==> src/rtl/io_port_capture_if.sv <==
// Pin-side and controller-side signal bundle of the IO_P0 input capture block.
// The slave modport is the capture block; the master modport is whatever drives pins and pops events.
interface io_port_capture_if #(
  parameter int DATA_WIDTH = 8,
  parameter int FIFO_DEPTH = 4
);
  localparam int CW = $clog2(FIFO_DEPTH + 1);

  logic [DATA_WIDTH-1:0] pin_in;
  logic [DATA_WIDTH-1:0] port_val;
  logic                  evt_valid;
  logic [DATA_WIDTH-1:0] evt_data;
  logic                  evt_rd;
  logic [CW-1:0]         evt_count;
  logic                  ovf;
  logic                  ovf_clr;

  modport master (
    output pin_in, evt_rd, ovf_clr,
    input  port_val, evt_valid, evt_data, evt_count, ovf
  );

  modport slave (
    input  pin_in, evt_rd, ovf_clr,
    output port_val, evt_valid, evt_data, evt_count, ovf
  );
endinterface

==> src/rtl/io_port_capture.sv <==
// IO_P0 receive path: synchronizer, deglitch FSM tracking the stable port value,
// and a show-ahead event FIFO of accepted changes with a sticky overflow flag.
module io_port_capture #(
  parameter int DATA_WIDTH    = 8,
  parameter int SYNC_STAGES   = 2,
  parameter int STABLE_CYCLES = 2,
  parameter int FIFO_DEPTH    = 4
) (
  input logic              ref_clk,
  input logic              chip_rst,
  io_port_capture_if.slave bus
);
  localparam int CW = $clog2(FIFO_DEPTH + 1);
  localparam int PW = $clog2(FIFO_DEPTH);
  localparam int NW = (STABLE_CYCLES > 1) ? $clog2(STABLE_CYCLES) : 1;

  typedef enum logic [0:0] {
    IDLE = 1'b0,
    PEND = 1'b1
  } state_e;

  logic [DATA_WIDTH-1:0] sync_q [SYNC_STAGES];
  logic [DATA_WIDTH-1:0] sync_d [SYNC_STAGES];
  logic [DATA_WIDTH-1:0] sync_s;

  state_e                state_q, state_d;
  logic [DATA_WIDTH-1:0] cand_q, cand_d;
  logic [NW-1:0]         cnt_q, cnt_d;
  logic [DATA_WIDTH-1:0] port_val_q, port_val_d;

  logic [DATA_WIDTH-1:0] mem_q [FIFO_DEPTH];
  logic [DATA_WIDTH-1:0] mem_d [FIFO_DEPTH];
  logic [PW-1:0]         wr_ptr_q, wr_ptr_d;
  logic [PW-1:0]         rd_ptr_q, rd_ptr_d;
  logic [CW-1:0]         count_q, count_d;
  logic                  ovf_q, ovf_d;

  logic                  push_s;
  logic [DATA_WIDTH-1:0] push_data_s;
  logic                  pop_s;
  logic                  full_s;
  logic                  push_ok_s;

  assign sync_s = sync_q[SYNC_STAGES-1];

  // Synchronizer shift chain; only stage 0 looks at the pad.
  always_comb begin
    sync_d[0] = bus.pin_in;
    for (int i = 1; i < SYNC_STAGES; i++) begin
      sync_d[i] = sync_q[i-1];
    end
  end

  // Deglitch FSM: a new value must persist STABLE_CYCLES samples before it is accepted.
  always_comb begin
    state_d     = state_q;
    cand_d      = cand_q;
    cnt_d       = cnt_q;
    port_val_d  = port_val_q;
    push_s      = 1'b0;
    push_data_s = cand_q;
    case (state_q)
      IDLE: begin
        if (sync_s != port_val_q) begin
          if (STABLE_CYCLES == 1) begin
            port_val_d  = sync_s;
            push_s      = 1'b1;
            push_data_s = sync_s;
          end else begin
            cand_d  = sync_s;
            cnt_d   = NW'(1);
            state_d = PEND;
          end
        end else begin
          state_d = IDLE;
        end
      end
      PEND: begin
        if (sync_s == port_val_q) begin
          state_d = IDLE;
        end else if (sync_s != cand_q) begin
          cand_d = sync_s;
          cnt_d  = NW'(1);
        end else if (cnt_q == NW'(STABLE_CYCLES - 1)) begin
          port_val_d = cand_q;
          push_s     = 1'b1;
          state_d    = IDLE;
        end else begin
          cnt_d = cnt_q + NW'(1);
        end
      end
      default: begin
        state_d = IDLE;
      end
    endcase
  end

  // Event FIFO; a pop on the same edge frees the slot a full-FIFO push needs.
  always_comb begin
    pop_s     = bus.evt_rd && (count_q != CW'(0));
    full_s    = (count_q == CW'(FIFO_DEPTH));
    push_ok_s = push_s && (!full_s || pop_s);
    mem_d     = mem_q;
    if (push_ok_s) begin
      mem_d[wr_ptr_q] = push_data_s;
      wr_ptr_d        = wr_ptr_q + PW'(1);
    end else begin
      wr_ptr_d = wr_ptr_q;
    end
    if (pop_s) begin
      rd_ptr_d = rd_ptr_q + PW'(1);
    end else begin
      rd_ptr_d = rd_ptr_q;
    end
    case ({push_ok_s, pop_s})
      2'b10:   count_d = count_q + CW'(1);
      2'b01:   count_d = count_q - CW'(1);
      default: count_d = count_q;
    endcase
    if (push_s && full_s && !pop_s) begin
      ovf_d = 1'b1;
    end else if (bus.ovf_clr) begin
      ovf_d = 1'b0;
    end else begin
      ovf_d = ovf_q;
    end
  end

  // State registers with synchronous reset.
  always_ff @(posedge ref_clk) begin
    if (chip_rst) begin
      for (int i = 0; i < SYNC_STAGES; i++) begin
        sync_q[i] <= '0;
      end
      for (int i = 0; i < FIFO_DEPTH; i++) begin
        mem_q[i] <= '0;
      end
      state_q    <= IDLE;
      cand_q     <= '0;
      cnt_q      <= '0;
      port_val_q <= '0;
      wr_ptr_q   <= '0;
      rd_ptr_q   <= '0;
      count_q    <= '0;
      ovf_q      <= 1'b0;
    end else begin
      sync_q     <= sync_d;
      mem_q      <= mem_d;
      state_q    <= state_d;
      cand_q     <= cand_d;
      cnt_q      <= cnt_d;
      port_val_q <= port_val_d;
      wr_ptr_q   <= wr_ptr_d;
      rd_ptr_q   <= rd_ptr_d;
      count_q    <= count_d;
      ovf_q      <= ovf_d;
    end
  end

  assign bus.port_val  = port_val_q;
  assign bus.evt_valid = (count_q != CW'(0));
  assign bus.evt_data  = mem_q[rd_ptr_q];
  assign bus.evt_count = count_q;
  assign bus.ovf       = ovf_q;
endmodule

==> src/flat_wrapper.sv <==
// flat-port wrapper written by rule: the top's interface ports become plain ports
module io_port_capture_flat 
#(
  parameter int DATA_WIDTH    = 8,
  parameter int SYNC_STAGES   = 2,
  parameter int STABLE_CYCLES = 2,
  parameter int FIFO_DEPTH    = 4
)
  (ref_clk, chip_rst, bus_pin_in, bus_evt_rd, bus_ovf_clr, bus_port_val, bus_evt_valid, bus_evt_data, bus_evt_count, bus_ovf);
  io_port_capture_if #(.DATA_WIDTH(DATA_WIDTH), .FIFO_DEPTH(FIFO_DEPTH)) bus_i ();
  input logic ref_clk;
  input logic chip_rst;
  input wire logic [$bits(bus_i.pin_in)-1:0] bus_pin_in;
  input wire logic [$bits(bus_i.evt_rd)-1:0] bus_evt_rd;
  input wire logic [$bits(bus_i.ovf_clr)-1:0] bus_ovf_clr;
  output wire logic [$bits(bus_i.port_val)-1:0] bus_port_val;
  output wire logic [$bits(bus_i.evt_valid)-1:0] bus_evt_valid;
  output wire logic [$bits(bus_i.evt_data)-1:0] bus_evt_data;
  output wire logic [$bits(bus_i.evt_count)-1:0] bus_evt_count;
  output wire logic [$bits(bus_i.ovf)-1:0] bus_ovf;
  assign bus_i.pin_in = bus_pin_in;
  assign bus_i.evt_rd = bus_evt_rd;
  assign bus_i.ovf_clr = bus_ovf_clr;
  assign bus_port_val = bus_i.port_val;
  assign bus_evt_valid = bus_i.evt_valid;
  assign bus_evt_data = bus_i.evt_data;
  assign bus_evt_count = bus_i.evt_count;
  assign bus_ovf = bus_i.ovf;
  io_port_capture #(.DATA_WIDTH(DATA_WIDTH), .SYNC_STAGES(SYNC_STAGES), .STABLE_CYCLES(STABLE_CYCLES), .FIFO_DEPTH(FIFO_DEPTH)) u_core (.ref_clk(ref_clk), .chip_rst(chip_rst), .bus(bus_i));
endmodule
==> config.mk <==
export PLATFORM = sky130hd
export DESIGN_NAME = io_port_capture_flat
export DESIGN_NICKNAME = d
export VERILOG_FILES = /design/src/rtl/io_port_capture_if.sv /design/src/rtl/io_port_capture.sv /design/src/flat_wrapper.sv
export SDC_FILE = /design/constraint.sdc
export NUM_CORES = 1
export LEC_CHECK = 0
export BUFFER_PORTS_ARGS = -buffer_cell sky130_fd_sc_hd__clkbuf_2
export CAP_MARGIN = 40
export CORE_MARGIN = 5
export CORE_UTILIZATION = 52
export DETAILED_ROUTE_END_ITERATION = 10
export PLACE_DENSITY_LB_ADDON = 0.12
export SLEW_MARGIN = 10
export SYNTH_ARGS = -nofsm -noshare
export SYNTH_HDL_FRONTEND = slang
export SYNTH_SLANG_ARGS = --single-unit
==> constraint.sdc <==
create_clock -name ref_clk -period 2.57 [get_ports ref_clk]
set_input_delay 0.3855 -clock ref_clk [delete_from_list [all_inputs] [get_ports ref_clk]]
set_output_delay 0.3855 -clock ref_clk [all_outputs]
set_load 0.01 [all_outputs]
==> impl_metrics.json <==
{
  "status": "completed",
  "die_height_um": 88.44,
  "ys_ff_latch": 74,
  "crit_path_end_kind": "flop",
  "synth_area_per_cell_sq_um": 11.11,
  "max_freq_mhz": 414.3,
  "syn_inst": 288,
  "yosys_warnings": 0,
  "fin_skew_ns": 0.01360,
  "boundaryPins": 33,
  "htreeDepth": 3,
  "syn-num-nets": 306,
  "cts_buffer_depth": 2,
  "path_class": "reg -> reg",
  "n_fill_cell": 532,
  "powerDensity_nw_per_um2": 613.4,
  "die_w_um": 88.44,
  "overflow": 0,
  "grt_antenna_before_repair": 0,
  "drc_errors": 0,
  "clock_sinks": 74,
  "slew_headroom_pct": 62.91,
  "grt_pass1_wl_mm": 9.922,
  "cp_max_fo": 5,
  "die_area_sq_um": 7822,
  "drtIter0Drc": 68,
  "area_growth_pct": 14.31,
  "post_dp_cell_area_sq_um": 3463,
  "cp.required_ns": 2.85,
  "postCtsSetupBuffers": 0,
  "yosysSeqAreaShare_pct": 46.30,
  "viasPerCell": 5.106,
  "nets": 342,
  "drtAntennaViolNets": 0,
  "dp_hpwl_mm": 4.040,
  "period_needed_ns": 2.414,
  "wl_met3_um": 281,
  "place.gp.congestion": 0.7559,
  "synth_cell_types": 31,
  "cp-start-kind": "flop",
  "clk_pin_slew_worst_paths_ns": 0.07,
  "port_buffers": 32,
  "finalInstanceArea_sq_um": 3657,
  "drive_gt1_share_pct": 22.49,
  "vdd_drop_max_v": 0.0005462,
  "synthesis.area_sq_um": 3199,
  "setup_tns_ns": 0,
  "drt-pass1-iter-count": 4,
  "worstMarginPinSlew_ns": 0.5564,
  "finalSetupViolCount": 0,
  "cts_root_buf": "clkbuf_8",
  "n_antenna_cell": 0,
  "synth_async_sr_flop_share_pct": 0,
  "wl_per_cell_um": 14.51,
  "cts-buffers-inserted": 9,
  "synth_edf_count": 0,
  "cts_tree": "yes",
  "grt_setup_unrepaired": "no",
  "top_layer": "met4",
  "totalWireLength_mm": 5.863,
  "fin_crit_sh_pct": 93.92,
  "coreArea_sq_um": 5956,
  "start_util_pct": 53.72,
  "row_count": 28,
  "vias": 2063,
  "leakage_nw": 1.691,
  "drv_slew": 0,
  "grt_start_max_net_pins": 43,
  "holdBufCountCts": 0,
  "cts-resized-gates": 0,
  "hold_class": "in -> reg",
  "grt_use_total_pct": 16.97,
  "grt_pass1_vias": 2007,
  "clock_latency_ns": 0.36,
  "wl_met2_mm": 2.669,
  "met1_length_mm": 2.771,
  "synth_flop_cell": "dfxtp_1",
  "drv_cap": 0,
  "hold_viol": 0,
  "crit_arrival_ns": 2.70
}
[cells in the mapped netlist, types with 2 or more instances]
cell / n / area share [%]
nand2b_1: 52 / 10
xnor2_1: 9 / 2.5
nor3_1: 2 / 0.31
mux2i_1: 48 / 15
nand4_1: 3 / 0.59
or3_1: 2 / 0.39
nand4_2: 4 / 1.6
nor4_1: 2 / 0.39
xor2_1: 11 / 3.0
nand2_1: 3 / 0.35
inv_1: 7 / 0.82
mux4_2: 8 / 5.6
ha_1: 5 / 2.0
a31o_2: 2 / 0.55
nor2b_1: 16 / 3.1
buf_2: 2 / 0.31
nand3_1: 3 / 0.47
or2b_1: 3 / 0.70
dfxtp_1: 74 / 46
clkbuf_1: 12 / 1.4
nor2_1: 6 / 0.70
a21oi_1: 5 / 0.78
[cells by family (layout without fill, tap and decap cells)]
logic type	Yosys count	count (layout)	synth area share [%]
compound gates	10	10	2.034
xor+xnor	20	20	5.475
fa+ha+maj	6	6	2.581
buf+inv	21	62	2.542
flops	74	74	46.30
mux	56	56	20.65
simple gates	101	101	20.41
[worst max-delay path: stages, from the launching register on]
cell and delay, ns:
dfxtp_1 0.38, or4b_2 0.63, nand3_1 0.11, ha_1 0.18
inv_1 0.06, fa_1 0.37, xor2_1 0.16, or3_1 0.31
a21oi_1 0.15
[area by class of cell]
cell class | count | area (sq um) | area share (%)
sequential | 74 | 1481 | 40.51
clock inverter | 7 | 70.07 | 1.916
inverter | 7 | 26.28 | 0.7184
clock buffer | 9 | 123.9 | 3.387
timing repair buffer | 39 | 225.2 | 6.158
tap | 75 | 93.84 | 2.566
multi-input combinational | 193 | 1637 | 44.75
[through the flow]
stage	instances	power (mW)	utilization (%)	setup WS (ns)	hold WS, ns
after floorplan	288	1.336	-	0.05917	0.4138
after global placement	388	1.382	58.15	0.1286	0.4165
after detailed placement	388	1.382	58.15	0.06953	0.4231
after CTS	404	2.276	61.41	0.1431	0.2211
after global routing	404	2.344	61.41	0.05893	0.2433
final	404	2.243	61.41	0.1564	0.2384
[final timing paths]
kind                                         from                              endpoint  slack [ns]  depth (start not counted)
max reg2reg  u_core.bus.evt_count[2]$_SDFFE_PP0P_  u_core.bus.evt_count[2]$_SDFFE_PP0P_        0.16                          8
min reg2reg           u_core.sync_d[2]$_SDFF_PP0_           u_core.sync_s[2]$_SDFF_PP0_        0.44                          1
min                                 bus_pin_in[2]           u_core.sync_d[2]$_SDFF_PP0_        0.24                          2
max          u_core.bus.evt_count[2]$_SDFFE_PP0P_  u_core.bus.evt_count[2]$_SDFFE_PP0P_        0.16                          8
[routing by layer]
| layer | vias up | GRT usage [%] |
|---|---|---|
| li1 | 1048 | - |
| met1 | 966 | 22.24 |
| met2 | 38 | 25.15 |
| met3 | 11 | 5.680 |
| met4 | 0 | 8.242 |
| met5 | - | 0 |
[where the power goes]
part | switching [mW] | total, mW | internal, mW
sequential | 0.0153 | 1.18 | 1.17
clock | 0.444 | 0.890 | 0.446
combinational | 0.0899 | 0.169 | 0.0792
[cell usage in the layout (no fill, tap or decap), drive strengths merged, types with 5 or more instances in the layout]
master  Yosys  final
dfxtp      74     74
nand2b     52     52
mux2i      48     48
clkbuf     12     41
nor2b      16     16
xor2       11     11
xnor2       9      9
mux4        8      8
inv         7      7
buf         2      7
nand4       7      7
nor2        6      6
a21oi       5      5
ha          5      5
clkinv      0      5
[registers in the layout, summed over array words and instances, names as in the netlist]
| name | flops |
|---|---|
| u_core.bus.evt_count | 3 |
| u_core.bus.ovf | 1 |
| u_core.cnt_q | 1 |
| u_core.mem_q | 32 |
| u_core.cand_q | 8 |
| u_core.bus.port_val | 8 |
| u_core.sync_s | 8 |
| u_core.wr_ptr_q | 2 |
| u_core.state_q | 1 |
| u_core.sync_d | 8 |
| u_core.rd_ptr_q | 2 |
No activity file was read; power rests on OpenSTA's default activity.
